`config.mk`:
```
export PLATFORM = sky130hd
export DESIGN_NAME = dm_sba_tlul_host
export DESIGN_NICKNAME = d
export VERILOG_FILES = /design/src/rtl/dm_pkg.sv /design/src/rtl/dm_sba_tlul_host.sv
export SDC_FILE = /design/constraint.sdc
export NUM_CORES = 1
export LEC_CHECK = 0
export ABC_CLOCK_PERIOD_IN_PS = 1900
export BUFFER_PORTS_ARGS = -buffer_cell sky130_fd_sc_hd__buf_2
export CAP_MARGIN = 0
export CORE_AREA = 5 5 89 91
export DETAILED_ROUTE_END_ITERATION = 8
export DIE_AREA = 0 0 94 96
export PLACE_DENSITY = 0.78
export RECOVER_POWER = 50
export SYNTH_ARGS = -nofsm -noshare
export SYNTH_HDL_FRONTEND = slang
export SYNTH_SLANG_ARGS = --single-unit
```
`constraint.sdc`:
```
create_clock -name clk_i -period 1.9 [get_ports clk_i]
set_input_delay 0 -clock clk_i [delete_from_list [all_inputs] [get_ports clk_i]]
set_output_delay 0 -clock clk_i [all_outputs]
set_load 0.01 [all_outputs]
```
`src/rtl/dm_pkg.sv`:
```
// Shared definitions for the debug-module SBA to TL-UL bridge:
// TL-UL opcode encodings and the host-port FSM state encoding.
package dm_pkg;

  localparam logic [2:0] TlGet            = 3'd4;
  localparam logic [2:0] TlPutFullData    = 3'd0;
  localparam logic [2:0] TlPutPartialData = 3'd1;
  localparam logic [2:0] TlAccessAck      = 3'd0;
  localparam logic [2:0] TlAccessAckData  = 3'd1;

  typedef enum logic {
    Idle        = 1'b0,
    Outstanding = 1'b1
  } sba_state_e;

endpackage

```
`src/rtl/dm_sba_tlul_host.sv`:
```
// Bridges the SBA req/gnt/r_valid master port onto a TL-UL host port with a
// single outstanding transaction and a bounded wait for the D response.
module dm_sba_tlul_host
  import dm_pkg::*;
#(
  parameter int unsigned        BusWidth      = 32,
  parameter int unsigned        SourceW       = 8,
  parameter logic [SourceW-2:0] SourceBase    = '0,
  parameter int unsigned        TimeoutCycles = 1024
) (
  input  logic                  clk_i,
  input  logic                  rst_ni,
  input  logic                  dmactive_i,
  input  logic                  master_req_i,
  input  logic [BusWidth-1:0]   master_add_i,
  input  logic                  master_we_i,
  input  logic [BusWidth-1:0]   master_wdata_i,
  input  logic [BusWidth/8-1:0] master_be_i,
  output logic                  master_gnt_o,
  output logic                  master_r_valid_o,
  output logic [BusWidth-1:0]   master_r_rdata_o,
  output logic                  master_r_err_o,
  output logic                  tl_a_valid_o,
  output logic [2:0]            tl_a_opcode_o,
  output logic [1:0]            tl_a_size_o,
  output logic [SourceW-1:0]    tl_a_source_o,
  output logic [BusWidth-1:0]   tl_a_address_o,
  output logic [BusWidth/8-1:0] tl_a_mask_o,
  output logic [BusWidth-1:0]   tl_a_data_o,
  input  logic                  tl_a_ready_i,
  input  logic                  tl_d_valid_i,
  input  logic [2:0]            tl_d_opcode_i,
  input  logic [SourceW-1:0]    tl_d_source_i,
  input  logic [BusWidth-1:0]   tl_d_data_i,
  input  logic                  tl_d_error_i,
  output logic                  tl_d_ready_o
);

  localparam int unsigned BeW  = BusWidth / 8;
  localparam int unsigned OffW = $clog2(BeW);
  localparam int unsigned CntW = (TimeoutCycles > 1) ? $clog2(TimeoutCycles) : 1;
  localparam logic [CntW-1:0] CntLast =
    (TimeoutCycles == 0) ? '0 : CntW'(TimeoutCycles - 1);

  sba_state_e      state_q, state_d;
  logic            tag_q, tag_d;
  logic            we_q, we_d;
  logic [CntW-1:0] cnt_q, cnt_d;
  logic            match;
  logic            timeout_hit;
  logic            opcode_bad;

  always_ff @(posedge clk_i or negedge rst_ni) begin
    if (!rst_ni) begin
      state_q <= Idle;
      tag_q   <= 1'b0;
      we_q    <= 1'b0;
      cnt_q   <= '0;
    end else begin
      state_q <= state_d;
      tag_q   <= tag_d;
      we_q    <= we_d;
      cnt_q   <= cnt_d;
    end
  end

  assign tl_a_size_o  = 2'(OffW);
  assign tl_d_ready_o = 1'b1;

  // The tag cannot change while Outstanding, so it doubles as the expected tag.
  assign match       = tl_d_valid_i && (tl_d_source_i == {SourceBase, tag_q});
  assign timeout_hit = (TimeoutCycles != 0) && (cnt_q == CntLast);
  assign opcode_bad  = we_q ? (tl_d_opcode_i != TlAccessAck)
                            : (tl_d_opcode_i != TlAccessAckData);

  always_comb begin
    state_d          = state_q;
    tag_d            = tag_q;
    we_d             = we_q;
    cnt_d            = cnt_q;
    master_gnt_o     = 1'b0;
    master_r_valid_o = 1'b0;
    master_r_rdata_o = '0;
    master_r_err_o   = 1'b0;
    tl_a_valid_o     = 1'b0;
    tl_a_opcode_o    = 3'd0;
    tl_a_source_o    = '0;
    tl_a_address_o   = '0;
    tl_a_mask_o      = '0;
    tl_a_data_o      = '0;

    unique case (state_q)
      Idle: begin
        tl_a_valid_o = master_req_i && dmactive_i;
        if (tl_a_valid_o) begin
          tl_a_source_o  = {SourceBase, tag_q};
          tl_a_address_o = master_add_i & ~BusWidth'(BeW - 1);
          tl_a_data_o    = master_wdata_i;
          if (master_we_i) begin
            tl_a_opcode_o = (&master_be_i) ? TlPutFullData : TlPutPartialData;
            tl_a_mask_o   = master_be_i;
          end else begin
            tl_a_opcode_o = TlGet;
            tl_a_mask_o   = '1;
          end
          master_gnt_o = tl_a_ready_i;
          if (tl_a_ready_i) begin
            state_d = Outstanding;
            cnt_d   = '0;
            we_d    = master_we_i;
          end
        end
      end

      Outstanding: begin
        if (!dmactive_i) begin
          // Silent abort; toggling the tag turns any late response into a stray.
          state_d = Idle;
          tag_d   = ~tag_q;
        end else if (match) begin
          master_r_valid_o = 1'b1;
          master_r_rdata_o = (tl_d_opcode_i == TlAccessAckData) ? tl_d_data_i : '0;
          master_r_err_o   = tl_d_error_i || opcode_bad;
          state_d          = Idle;
          tag_d            = ~tag_q;
        end else if (timeout_hit) begin
          master_r_valid_o = 1'b1;
          master_r_err_o   = 1'b1;
          state_d          = Idle;
          tag_d            = ~tag_q;
        end else begin
          cnt_d = cnt_q + CntW'(1);
        end
      end

      default: state_d = Idle;
    endcase
  end

endmodule

```
==> results of run 1 <==
[area by class of cell]
type / instances / area [um^2]
clock buffers: 4 / 45.0
fillers: 763 / 4220
inverters: 10 / 37.5
multi-input cells: 178 / 1170
flip-flops and latches: 13 / 325
well taps: 99 / 124
repair buffers: 228 / 1140
[per-layer routing]
metal | vias up | track usage [%] | wire [um]
met5 | - | 0 | 0
met4 | 0 | 0.963 | 54
met3 | 4 | 2.81 | 594
met2 | 116 | 24.8 | 3770
met1 | 968 | 18.4 | 3140
li1 | 1116 | - | -
[worst min-delay path by stage]
stage	startpoint	end	slack, ps	cells after the start
after floorplan	rst_ni	cnt_q[0]$_DFFE_PN0P_	-300	0
after global placement	rst_ni	tag_q$_DFFE_PN0P_	-100	1
after detailed placement	rst_ni	tag_q$_DFFE_PN0P_	-90	1
after CTS	master_we_i	we_q$_DFFE_PN0P_	140	2
after global routing	master_we_i	we_q$_DFFE_PN0P_	160	2
final	master_we_i	we_q$_DFFE_PN0P_	130	2
[report_power, final]
group	switching [mW]	internal, mW	total [mW]
combinational	0.221	0.209	0.430
clock	0.0998	0.148	0.248
sequential	0.0440	0.322	0.366
[registers in the layout, indices dropped and copies added, names as in the netlist]
| signal | cells |
|---|---|
| cnt_q | 10 |
| state_q | 1 |
| tag_q | 1 |
| we_q | 1 |
[cells by family after synthesis]
logic type | share of synthesized area, %
and+or+nand+nor | 54.1
adders and majority gates | 0.769
xor gates and xnor gates | 1.61
AOI/OAI and AO/OA | 10.7
other | 0.461
buffers and inverters | 11.1
DFF | 20.0
muxes | 1.31
[stage by stage]
stage	area [um^2]	TNS, ps
after floorplan	1670	0
after global placement	2810	0
after detailed placement	2810	0
after CTS	2870	0
after global routing	2840	-1830
final	2840	0
[repair_timing]
action / in CTS / in global routing
pin swaps: 1 / 0
endpoints found under the hold margin: 13 / 0
gates resized for setup: 0 / 2
setup endpoints to repair: 1 / 97
hold buffers: 1 / 0
[Yosys cell counts (4+ instances only)]
library cell  count
buf_4            13
and2_2           31
and3_1            4
inv_1            10
a21oi_1           4
nand3_1           4
nor2_1            5
dfrtp_1          13
and2_1           64
clkbuf_1          8
nand2_1           9
a31oi_1          12
==> summary.md, run 1 <==
| Metric | Value |
|---|---|
| Max_cap viols | `0` |
| CTS root buf | `clkbuf_8` |
| Chip width | `94 um` |
| Cts bufs inserted | `3` |
| Vias in the first global route | `2034` |
| FF-to-FF path depth | `6` |
| Area Growth Syn to Fin | `74.6%` |
| Stages on the worst setup path | `6` |
| Crit path launch | `tag_q$_DFFE_PN0P_` |
| Layout cell share with drive strength beyond 1 | `56.1%` |
| Largest net degree at the start of global routing | `66` |
| Post-DP HPWL | `6610 um` |
| Post-route ant nets | `0` |
| Postcts setup bufs | `0` |
| Startpoint types | `register` |
| Die Y | `96 um` |
| Vias per cell | `4.14` |
| P per Cell Area | `367 nW/um^2` |
| I/O pin count | `237` |
| Worst r2r src | `cnt_q[0]$_DFFE_PN0P_` |
| Outcome | `completed` |
| GPL Wtd Cong | `0.914` |
| Starting DRC count in detailed routing | `96` |
| Worst endpoint required time | `1900 ps` |
| Post-route DRC | `0` |
| Worst path max stage delay | `400 ps` |
| First-pass GRT wire length | `10200 um` |
| Fin nets | `554` |
| Pre-CTS WS | `127 ps` |
| FP Rows | `31` |
| Leakage Power | `1.69 nW` |
| Synth Area per Inst | `7.61 um^2` |
| Total core area | `7060 um^2` |
| Worst setup margin | `26.9 ps` |
| Final setup viols | `0` |
| CP endpoint kind | `output port` |
| Utilization after layout | `40.3%` |
| DRT Pass-1 Iters | `4` |
| Fmax | `534 MHz` |
| Crit-path cells | `xor2_1, nor3_4, nor4b_4, buf_12, and2_2, buf_2` |
| Slew @ Worst Pin | `751 ps` |
| Initial core utilization | `23.1%` |
| DR vias | `2204` |
| Setup crit end | `master_r_rdata_o[22]` |
| H-tree depth | `1` |
| CP top delay family | `simple AND/OR/NAND/NOR gates` |
| Critical path peak fanout | `32` |
| Fin cells | `532` |
| Setup CP Type | `reg -> out` |
| Skew-Pair Late Insertion Delay | `240 ps` |
| Power Total | `1.04 mW` |
| Asr flop ratio synth | `100%` |
| Period utilisation layout | `98.6%` |
| Most frequent cells in the layout | `195 x buf_2, 64 x and2_1, 31 x and2_2` |
| Grt ovf | `0` |
| Reg2reg end | `cnt_q[1]$_DFFE_PN0P_` |
| Hold slack | `126 ps` |
| Seq/Total Area, Yosys | `20.0%` |
| Top FF cell, synth | `dfrtp_1` |
| Initial antenna violation count | `0` |
| Routed WL | `7560 um` |
| Critical Path AT | `1870 ps` |
| Clock skew | `0.840 ps` |
| Buffers on Ports | `221` |
| Yosys top cell by area | `and2_1` |
| Crit path buf inv count | `2` |
| CTS Buffer Depth | `2` |
| Post-synth EDFFs | `0` |
| Hold Fails Final Rpt | `0` |
| Global Route Usage Sum | `14.0%` |
| Die area | `9020 um^2` |
| Slew HR | `49.9%` |
| Yosys warnings | `0` |
| Most common cell after layout, fill and taps aside | `buf_2` |
| Cell count after synthesis | `214` |
| RSZ-0062 raised after global routing | `yes` |
| Largest cells by area after synthesis | `and2_1 25%, dfrtp_1 20%, and2_2 14%` |
| VDD IR-drop max | `575 uV` |
| Tmin final | `1870 ps` |
| Final Max Slew Viols | `0` |
| N_diodes | `0` |
| CTS tree | `built` |
| Share of the synthesized area in the top cell type | `24.6%` |
| Netlist cell types | `37` |
| Slowest cell on the critical path | `dfrtp_1` |
| Post-synth design cell area | `1630 um^2` |
| R2R setup slack | `90 ps` |
| Sink Count | `13` |
| Routed wire per std cell | `14.2 um` |
| Dpl cells | `527` |
| Register bit total from synthesis | `13` |
| Hold crit path type | `in -> reg` |
| Clk slew on worst S/H paths | `60 ps` |
Power figures use the tool's default switching activity.
==> run 2, diff against run 1 <==
--- a/constraint.sdc
+++ b/constraint.sdc
@@ -3,2 +3,2 @@
 set_output_delay 0 -clock clk_i [all_outputs]
-set_load 0.01 [all_outputs]
+set_load 0.05 [all_outputs]
==> summary.md, run 2 (synthesis gave the netlist of run 1 again) <==
| Metric | Value |
|---|---|
| Initial antenna violation count | `0` |
| Min-delay src | `master_we_i` |
| Cts bufs inserted | `3` |
| Largest net degree at the start of global routing | `49` |
| Hold Fails Final Rpt | `0` |
| DR vias | `2345` |
| Outcome | `complete, but fails checks` |
| Fmax | `514 MHz` |
| Vias per cell | `4.35` |
| Period utilisation layout | `102%` |
| Total core area | `7060 um^2` |
| Buffers on Ports | `221` |
| Hold crit path type | `in -> reg` |
| Power Total | `1.34 mW` |
| Slew HR | `51.2%` |
| Startpoint types | `register` |
| FP Rows | `31` |
| Critical path peak fanout | `16` |
| Post-DP HPWL | `6440 um` |
| Largest Register | `cnt_q` |
| Area Growth Syn to Fin | `101%` |
| Chip width | `94 um` |
| CP endpoint kind | `output port` |
| Fin cells | `539` |
| Skew-Pair Late Insertion Delay | `240 ps` |
| Max_cap viols | `0` |
| P per Cell Area | `410 nW/um^2` |
| Final Max Slew Viols | `0` |
| Fin nets | `561` |
| N_diodes | `0` |
| Vias in the first global route | `2213` |
| Clk slew on worst S/H paths | `50 ps` |
| Max reg flops | `10` |
| Starting DRC count in detailed routing | `36` |
| RSZ-0062 raised after global routing | `yes` |
| Routed wire per std cell | `14.6 um` |
| CTS tree | `built` |
| Global Route Usage Sum | `15.3%` |
| Worst setup margin | `-44.7 ps` |
| H-tree depth | `1` |
| Most frequent cells in the layout | `163 x buf_2, 63 x and2_1, 25 x buf_8` |
| Sink Count | `13` |
| VDD IR-drop max | `392 uV` |
| Worst endpoint required time | `1900 ps` |
| Placed cell area | `2830 um^2` |
| Leakage Power | `1.85 nW` |
| Fill count | `701` |
| Slew @ Worst Pin | `732 ps` |
| WHS Endpoint | `we_q$_DFFE_PN0P_` |
| Critical Path AT | `1940 ps` |
| Die area | `9020 um^2` |
| Routed WL | `7890 um` |
| Dpl cells | `528` |
| Worst r2r src | `cnt_q[0]$_DFFE_PN0P_` |
| Hold Path Depth | `2` |
| Initial core utilization | `23.1%` |
| Reg2reg end | `cnt_q[1]$_DFFE_PN0P_` |
| Grt ovf | `0` |
| Post-route ant nets | `0` |
| Post-route DRC | `0` |
| FF-to-FF path depth | `6` |
| DRT Pass-1 Iters | `4` |
| Design area | `3270 um^2` |
| Final setup viols | `28` |
| GPL Wtd Cong | `0.818` |
| Failing checks | `setup timing` |
| Setup CP Type | `reg -> out` |
| Layout cell share with drive strength beyond 1 | `61.6%` |
| CTS root buf | `clkbuf_8` |
| I/O pin count | `237` |
| CTS Buffer Depth | `2` |
| Tmin final | `1940 ps` |
| Most common cell after layout, fill and taps aside | `buf_2` |
| R2R setup slack | `0 ps` |
| Die Y | `96 um` |
| Clock skew | `1.74 ps` |
| First-pass GRT wire length | `11200 um` |
==> run 2: worst max-delay path, stage by stage (launching register included) <==
cell and delay [ps]:
dfrtp_1 410, xor2_2 180, nor3_4 250, nor4b_4 250, buf_4 180, buf_12 120
and2_2 160, buf_6 160
==> run 2: how the worst max path moves through the flow <==
| stage | slack, ps | cells after the start | to | start |
|---|---|---|---|---|
| CTS | -70 | 7 | master_r_rdata_o[23] | tag_q$_DFFE_PN0P_ |
| floorplan | 60 | 4 | tl_a_data_o[18] | state_q$_DFF_PN0_ |
| finish | -40 | 7 | master_r_rdata_o[12] | tag_q$_DFFE_PN0P_ |
| global placement | 120 | 7 | master_r_rdata_o[28] | tl_d_source_i[1] |
| global route | -130 | 7 | master_r_rdata_o[12] | tag_q$_DFFE_PN0P_ |
| detailed placement | 90 | 7 | master_r_rdata_o[26] | tl_d_source_i[1] |
==> run 2: per-stage QoR <==
step	util, %	TNS [ps]	hold slack, ps	setup WS [ps]
global route	46.3	-4030	131	-132
CTS	46.0	-1610	121	-66.6
finish	46.3	-688	111	-44.7
detailed placement	40.0	0	-93.4	94.7
global placement	40.0	0	-103	118
floorplan	-	0	-296	64.1
==> run 2: report_power, final <==
| group | total (mW) | switching, mW | internal, mW |
|---|---|---|---|
| sequential | 0.368 | 0.0463 | 0.322 |
| clock | 0.244 | 0.0964 | 0.148 |
| combinational | 0.727 | 0.482 | 0.245 |
==> run 2: layer usage <==
layer / wire, um / global-route usage (%) / up-vias
met4: 48 / 2.29 / 0
met2: 4210 / 28.1 / 138
met5: 0 / 0 / -
met1: 2780 / 18.0 / 1066
met3: 847 / 4.30 / 6
li1: - / - / 1135
==> run 2: timing repair <==
item                                    4_1_cts  5_1_grt
hold buffers                                  1        0
pin swaps                                    17        0
buffers inserted                              2        2
resized for setup                           102       13
gates cloned                                  2        0
endpoints found under the setup margin       33       81
hold endpoints to repair                     13        0
==> run 2: area by class of cell <==
class	instances	area [um^2]	share of cell area, %
clock buffers	4	45.0	1.38
inverters	10	37.5	1.15
multi-input cells	178	1190	36.6
flip-flops and latches	13	325	9.96
well taps	99	124	3.79
repair buffers	235	1540	47.2
